$ cat config.mk
export PLATFORM = sky130hd
export DESIGN_NAME = matrix_alu_flat
export DESIGN_NICKNAME = d
export VERILOG_FILES = /design/src/rtl/matrix_alu_if.sv /design/src/rtl/matrix_alu.sv /design/src/flat_wrapper.sv
export SDC_FILE = /design/constraint.sdc
export NUM_CORES = 2
export LEC_CHECK = 0
export ABC_CLOCK_PERIOD_IN_PS = 11700
export CAP_MARGIN = 20
export CELL_PAD_IN_SITES_DETAIL_PLACEMENT = 0
export CELL_PAD_IN_SITES_GLOBAL_PLACEMENT = 2
export CORE_UTILIZATION = 36
export CTS_CLUSTER_DIAMETER = 120
export CTS_CLUSTER_SIZE = 24
export DETAILED_ROUTE_END_ITERATION = 10
export HOLD_SLACK_MARGIN = 0.03
export PLACE_DENSITY = 0.8
export SETUP_SLACK_MARGIN = 0.3
export SLEW_MARGIN = 20
export SYNTH_ARGS = -nofsm -noshare
export SYNTH_HDL_FRONTEND = slang
export SYNTH_SLANG_ARGS = --single-unit
$ cat constraint.sdc
create_clock -name clk -period 11.7 [get_ports clk]
set_clock_uncertainty 0.1 [all_clocks]
set_input_delay 1.17 -clock clk [delete_from_list [all_inputs] [get_ports clk]]
set_output_delay 1.17 -clock clk [all_outputs]
set_load 0.01 [all_outputs]
$ cat src/rtl/matrix_alu_if.sv
// ---------------------------------------------------------------------------
// matrix_alu_if
//   Handshake and operand/result bus between the top-level controller and
//   the matrix ALU. Matrices are 4x4 elements of ELEM_W bits, flattened so
//   element (r,c) sits at bits [ELEM_W*(4r+c) +: ELEM_W].
//
//   Signals:
//     start   controller -> ALU  operation request (looked at only when idle)
//     opcode  controller -> ALU  00 add, 01 sub, 10 multiply, 11 transpose(A)
//     mat_a   controller -> ALU  operand A
//     mat_b   controller -> ALU  operand B (unused by transpose)
//     busy    ALU -> controller  high from the accepting edge until done drops
//     done    ALU -> controller  one-cycle pulse when result is updated
//     result  ALU -> controller  last completed result
//
//   Modports: master (controller side), slave (ALU side).
// ---------------------------------------------------------------------------
interface matrix_alu_if #(
    parameter int ELEM_W = 16
);
    logic                   start;
    logic [1:0]             opcode;
    logic [16*ELEM_W-1:0]   mat_a;
    logic [16*ELEM_W-1:0]   mat_b;
    logic                   busy;
    logic                   done;
    logic [16*ELEM_W-1:0]   result;

    modport master (
        output start,
        output opcode,
        output mat_a,
        output mat_b,
        input  busy,
        input  done,
        input  result
    );

    modport slave (
        input  start,
        input  opcode,
        input  mat_a,
        input  mat_b,
        output busy,
        output done,
        output result
    );
endinterface

$ cat src/rtl/matrix_alu.sv
// ---------------------------------------------------------------------------
// matrix_alu
//   Compute stage behind the matrix register file. Accepts two 4x4 matrices
//   of ELEM_W-bit unsigned elements, performs add / sub / multiply /
//   transpose(A) one element per clock, and publishes the whole 16-element
//   result at once so the write-back path never sees partial data.
//
//   Ports:
//     clk     rising-edge clock
//     rst_n   asynchronous active-low reset (clears state, operands, result)
//     alu_if  matrix_alu_if.slave: start/opcode/mat_a/mat_b in,
//             busy/done/result out
//
//   Timing: start accepted at edge E (only while idle), elements 0..15 are
//   produced on edges E+1..E+16, done is high for the cycle after E+16 and
//   the next request can be taken at edge E+18.
//
//   Build option:
//     SATURATE_EN  undefined (default): arithmetic wraps modulo 2^ELEM_W,
//                  multiply keeps the low ELEM_W bits of the full sum.
//                  defined: add/mult clamp to all-ones on overflow, sub
//                  clamps to zero when A<B; transpose and timing unchanged.
// ---------------------------------------------------------------------------
module matrix_alu #(
    parameter int ELEM_W = 16
) (
    input  logic        clk,
    input  logic        rst_n,
    matrix_alu_if.slave alu_if
);

    localparam int BUS_W = 16 * ELEM_W;
    localparam int MAC_W = 2 * ELEM_W + 2;   // four full products summed

    typedef enum logic [1:0] {
        S_IDLE = 2'd0,
        S_CALC = 2'd1,
        S_DONE = 2'd2
    } state_t;

    state_t              state_q;
    state_t              state_d;

    logic [1:0]          op_q;
    logic [3:0]          idx_q;
    logic [ELEM_W-1:0]   a_q       [16];
    logic [ELEM_W-1:0]   b_q       [16];
    // Elements 0..14 wait here; element 15 goes straight into the result.
    logic [ELEM_W-1:0]   scratch_q [15];
    logic [BUS_W-1:0]    result_q;

    logic                accept;
    logic                last_elem;
    logic [1:0]          row;
    logic [1:0]          col;
    logic [MAC_W-1:0]    mac_sum;
    logic [ELEM_W-1:0]   elem_val;

    // -----------------------------------------------------------------------
    // Result reduction. Inputs carry one carry/borrow bit (add/sub) or the
    // full-width dot product (mult); the function brings them to ELEM_W.
    // -----------------------------------------------------------------------
`ifdef SATURATE_EN
    function automatic logic [ELEM_W-1:0] fit_add(input logic [ELEM_W:0] s);
        return s[ELEM_W] ? {ELEM_W{1'b1}} : s[ELEM_W-1:0];
    endfunction

    // Bit ELEM_W of a zero-extended difference is the borrow (A<B).
    function automatic logic [ELEM_W-1:0] fit_sub(input logic [ELEM_W:0] s);
        return s[ELEM_W] ? {ELEM_W{1'b0}} : s[ELEM_W-1:0];
    endfunction

    function automatic logic [ELEM_W-1:0] fit_mul(input logic [MAC_W-1:0] s);
        return (|s[MAC_W-1:ELEM_W]) ? {ELEM_W{1'b1}} : s[ELEM_W-1:0];
    endfunction
`else
    function automatic logic [ELEM_W-1:0] fit_add(input logic [ELEM_W:0] s);
        return s[ELEM_W-1:0];
    endfunction

    function automatic logic [ELEM_W-1:0] fit_sub(input logic [ELEM_W:0] s);
        return s[ELEM_W-1:0];
    endfunction

    function automatic logic [ELEM_W-1:0] fit_mul(input logic [MAC_W-1:0] s);
        return s[ELEM_W-1:0];
    endfunction
`endif

    // Full-width unsigned product of two elements.
    function automatic logic [2*ELEM_W-1:0] mul_full(input logic [ELEM_W-1:0] x,
                                                     input logic [ELEM_W-1:0] y);
        return {{ELEM_W{1'b0}}, x} * {{ELEM_W{1'b0}}, y};
    endfunction

    assign accept    = (state_q == S_IDLE) && alu_if.start;
    assign last_elem = (idx_q == 4'd15);
    assign row       = idx_q[3:2];
    assign col       = idx_q[1:0];

    // -----------------------------------------------------------------------
    // FSM: state register
    // -----------------------------------------------------------------------
    always_ff @(posedge clk or negedge rst_n) begin
        if (!rst_n) begin
            state_q <= S_IDLE;
        end else begin
            state_q <= state_d;
        end
    end

    // -----------------------------------------------------------------------
    // FSM: next-state logic
    // -----------------------------------------------------------------------
    always_comb begin
        state_d = state_q;
        unique case (state_q)
            S_IDLE:  if (alu_if.start) state_d = S_CALC;
            S_CALC:  if (last_elem)    state_d = S_DONE;
            S_DONE:  state_d = S_IDLE;
            default: state_d = S_IDLE;
        endcase
    end

    // -----------------------------------------------------------------------
    // FSM: outputs. busy covers CALC and DONE, so it drops together with done.
    // -----------------------------------------------------------------------
    always_comb begin
        alu_if.busy   = (state_q != S_IDLE);
        alu_if.done   = (state_q == S_DONE);
        alu_if.result = result_q;
    end

    // -----------------------------------------------------------------------
    // Element datapath: value of element idx=4*row+col for the latched op.
    // The multiply sums all four full-width products in a single cycle.
    // -----------------------------------------------------------------------
    always_comb begin
        mac_sum = '0;
        for (int k = 0; k < 4; k++) begin
            mac_sum = mac_sum + {2'b00, mul_full(a_q[{row, k[1:0]}], b_q[{k[1:0], col}])};
        end

        unique case (op_q)
            2'b00:   elem_val = fit_add({1'b0, a_q[idx_q]} + {1'b0, b_q[idx_q]});
            2'b01:   elem_val = fit_sub({1'b0, a_q[idx_q]} - {1'b0, b_q[idx_q]});
            2'b10:   elem_val = fit_mul(mac_sum);
            default: elem_val = a_q[{col, row}];
        endcase
    end

    // -----------------------------------------------------------------------
    // Operand capture, element sequencing and result publication.
    // Operands are copied on the accepting edge, so the bus may change
    // freely while the operation runs.
    // -----------------------------------------------------------------------
    always_ff @(posedge clk or negedge rst_n) begin
        if (!rst_n) begin
            op_q     <= 2'b00;
            idx_q    <= 4'd0;
            result_q <= '0;
            for (int i = 0; i < 16; i++) begin
                a_q[i] <= '0;
                b_q[i] <= '0;
            end
            for (int i = 0; i < 15; i++) begin
                scratch_q[i] <= '0;
            end
        end else if (accept) begin
            op_q  <= alu_if.opcode;
            idx_q <= 4'd0;
            for (int i = 0; i < 16; i++) begin
                a_q[i] <= alu_if.mat_a[ELEM_W*i +: ELEM_W];
                b_q[i] <= alu_if.mat_b[ELEM_W*i +: ELEM_W];
            end
        end else if (state_q == S_CALC) begin
            idx_q <= idx_q + 4'd1;
            if (!last_elem) begin
                scratch_q[idx_q] <= elem_val;
            end else begin
                // All 16 elements land together: the result never shows a
                // mix of old and new data.
                for (int i = 0; i < 15; i++) begin
                    result_q[ELEM_W*i +: ELEM_W] <= scratch_q[i];
                end
                result_q[ELEM_W*15 +: ELEM_W] <= elem_val;
            end
        end
    end

endmodule

$ cat src/flat_wrapper.sv
// flat-port wrapper written by rule: the top's interface ports become plain ports
module matrix_alu_flat 
#(
    parameter int ELEM_W = 16
)
  (clk, rst_n, alu_if_start, alu_if_opcode, alu_if_mat_a, alu_if_mat_b, alu_if_busy, alu_if_done, alu_if_result);
  matrix_alu_if #(.ELEM_W(ELEM_W)) alu_if_i ();
  input  logic clk;
  input  logic rst_n;
  input wire logic [$bits(alu_if_i.start)-1:0] alu_if_start;
  input wire logic [$bits(alu_if_i.opcode)-1:0] alu_if_opcode;
  input wire logic [$bits(alu_if_i.mat_a)-1:0] alu_if_mat_a;
  input wire logic [$bits(alu_if_i.mat_b)-1:0] alu_if_mat_b;
  output wire logic [$bits(alu_if_i.busy)-1:0] alu_if_busy;
  output wire logic [$bits(alu_if_i.done)-1:0] alu_if_done;
  output wire logic [$bits(alu_if_i.result)-1:0] alu_if_result;
  assign alu_if_i.start = alu_if_start;
  assign alu_if_i.opcode = alu_if_opcode;
  assign alu_if_i.mat_a = alu_if_mat_a;
  assign alu_if_i.mat_b = alu_if_mat_b;
  assign alu_if_busy = alu_if_i.busy;
  assign alu_if_done = alu_if_i.done;
  assign alu_if_result = alu_if_i.result;
  matrix_alu #(.ELEM_W(ELEM_W)) u_core (.clk(clk), .rst_n(rst_n), .alu_if(alu_if_i));
endmodule
==> metrics.yaml <==
cts_setup_buffers: 0
ys_ff_latch: 1016
cts_hold_buf: 0
critPathArrivalTime_ns: 11.05
hold_start: "u_core.scratch_q[186]$_DFFE_PN0P_"
use_met3_pct: 3.995
crit_path_max_incr_delay_ns: 1.05
ff2ff_path_depth: 30
ys_seq_area_share_pct: 40.65
synth-main-ff-cell: "dfrtp_1"
min_delay_path_depth: 2
utilization_pct: 42.98
crit_family: "adder cells"
r2r_end: "u_core.scratch_q[47]$_DFFE_PN0P_"
netlist-cell-type-count: 52
cts_buffers: 49
die_width_um: 418.8
ff2ff_setup_slack_ns: 1.20
via_per_inst: 5.071
port_buffers: 774
met1_usage_pct: 34.74
reg2reg_from: "u_core.idx_q[3]$_DFFE_PN0P_"
syn_nets: 7476
clk_pin_slew_ns: 0.10
async_flop_share_pct: 100.0
wirelength_mm: 229.9
areaGrowthSynthToFinish_pct: 18.27
dp_hpwl_mm: 175.8
drtPass1Iterations: 5
setup.worst_path.start_class: "flop"
antenna_found_initial: 29
synth_area_leaders: "dfrtp_1 41%, nand2_1 15%, fa_1 13%"
pin_count: 775
clockBufferDepth: 3
die_area_mm2: 0.1754
tritoncts: "done"
synth-edff-count: 0
syn_area_per_cell_um2: 9.820
start_util_pct: 36.34
hold_viol_final: 0
period_needed_ns: 10.50
drt_iter0_drc: 4114
die_h_um: 418.8
fillers: 16850
multi_input_area_mm2: 0.03367
drive_gt1_share_pct: 8.541
grt_max_degree: 219
top_usage_layer: "met2"
cp_data_required_time_ns: 12.24
synth.largest_area_cell: "dfrtp_1"
grt_pass1_wl_mm: 336.4
htreeDepth: 2
cts_resized: 0
drc_errors: 0
clock-sinks: 1016
clkLatencyLatePin_ns: 0.73
wl_per_cell_um: 24.85
grt_pass1_vias: 48480
std_cell_rows: 152
max_slew_margin_pct: 17.55
hold_end: "u_core.alu_if.result[58]$_DFFE_PN0P_"
status: "completed"
min_period_over_period_pct: 89.78
gp_congestion: 0.9575
vias: 46920
crit_type: "reg -> reg"
setup_viol: 0
critPathCaptureType: "flop"
ant_nets: 0
grt-ovfl-total: 0
holdWs_ns: 0.3420
netlist_area_mm2: 0.06254
critPathSlowestCell: "dfrtp_4"
crit_fanout: 62
core-area_mm2: 0.1721
cp_num_buf_inv: 6
finalSetupTns_ns: 0
setup_slack_ns: 1.196
cp_common_cell: "fa_1"
ys_warn_count: 0
rsz0062_at_grt: "no"
register_area_mm2: 0.02544
final_nets: 8031
holdCritPathClass: "reg -> reg"
met2_usage_pct: 43.02
finalMaxSlewViolations: 0
cts-root-buf: "clkbuf_16"
yosys.area.top_type_share_pct: 40.65
dp_slack_ns: 1.367
syn_inst: 6369
fmax_mhz: 95.20
gr-usage-all-layers_pct: 26.22
worstMarginPinSlew_ns: 1.237
drv_cap: 0
-- metrics by stage --
step / cell area, µm² / cells
after CTS: 73910 / 9240
after floorplan: 62540 / 6369
after detailed placement: 72520 / 9182
after global routing: 73950 / 9243
after global placement: 72520 / 9182
final: 73970 / 9252
-- state kept, by name, indices dropped and copies added (netlist names) --
signal                count
u_core.alu_if.result    256
u_core.b_q              256
u_core.a_q              256
u_core.idx_q              4
u_core.op_q               2
u_core.state_q            2
u_core.scratch_q        240
-- worst max path at each step --
stage	endpoint	slack (ns)	start	cells after the start
after floorplan	u_core.scratch_q[15]$_DFFE_PN0P_	2.41	u_core.idx_q[0]$_DFFE_PN0P_	36
after global routing	u_core.alu_if.result[255]$_DFFE_PN0P_	0.80	u_core.idx_q[3]$_DFFE_PN0P_	30
after global placement	u_core.scratch_q[95]$_DFFE_PN0P_	1.42	u_core.idx_q[2]$_DFFE_PN0P_	32
final	u_core.scratch_q[47]$_DFFE_PN0P_	1.20	u_core.idx_q[3]$_DFFE_PN0P_	30
after CTS	u_core.scratch_q[47]$_DFFE_PN0P_	1.27	u_core.idx_q[3]$_DFFE_PN0P_	30
after detailed placement	u_core.scratch_q[207]$_DFFE_PN0P_	1.37	u_core.idx_q[3]$_DFFE_PN0P_	30
-- cells in the mapped netlist, drive strengths merged (5+ instances only) --
library cell	instances
a21boi	5
a21oi	113
and2	296
buf	114
clkbuf	236
dfrtp	1016
fa	391
ha	199
inv	544
mux2	110
mux2i	18
mux4	304
nand2	2571
nand2b	8
nand3	8
nor2	140
nor2b	5
nor3	6
o21ai	87
xnor2	124
xor2	32
-- routing by layer --
layer | share of wire, % | vias up
met4 | 4.4 | 24
met5 | 0.072 | -
met3 | 5.6 | 324
met2 | 48 | 1579
met1 | 42 | 23970
li1 | - | 21030
-- worst register-to-register path: cells and delay by family, from the launching register on --
family	cells	cell delay (ns)
flip-flops	1	1.05
multiplexers	4	1.37
AND/OR/NAND/NOR	1	0.22
adder cells (fa/ha/maj)	10	4.76
buffers and inverters	6	0.95
XOR/XNOR	9	1.99
-- cell usage in the layout (no fill, tap or decap), drive strengths merged, types with 124 or more instances in the layout --
cell,n
clkdlybuf4s50,773
mux4,304
dfrtp,1016
nor2,140
ha,199
xnor2,124
inv,547
fa,391
and2,296
nand2,2571
-- kinds of logic after synthesis --
kind of cell	after synthesis	synth area share (%)
multiplexers	432	13.25
XOR/XNOR	157	2.221
AND/OR/NAND/NOR	3045	19.64
AO/OA/AOI/OAI	235	2.029
adder cells (fa/ha/maj)	590	16.50
flip-flops	1016	40.65
buffers and inverters	894	5.713
-- layout make-up --
| class | count | share of cell area (%) |
|---|---|---|
| Antenna cell | 11 | 0.03721 |
| Clock buffer | 51 | 1.668 |
| Clock inverter | 7 | 0.2131 |
| Inverter | 544 | 2.767 |
| Multi-Input combinational cell | 4459 | 45.52 |
| Sequential cell | 1016 | 34.39 |
| Tap cell | 2310 | 3.907 |
| Timing Repair Buffer | 854 | 11.50 |
Power is left out: the tool's default activity adds up to more than one toggle a clock period on the data nets, which glitch-free logic cannot reach.
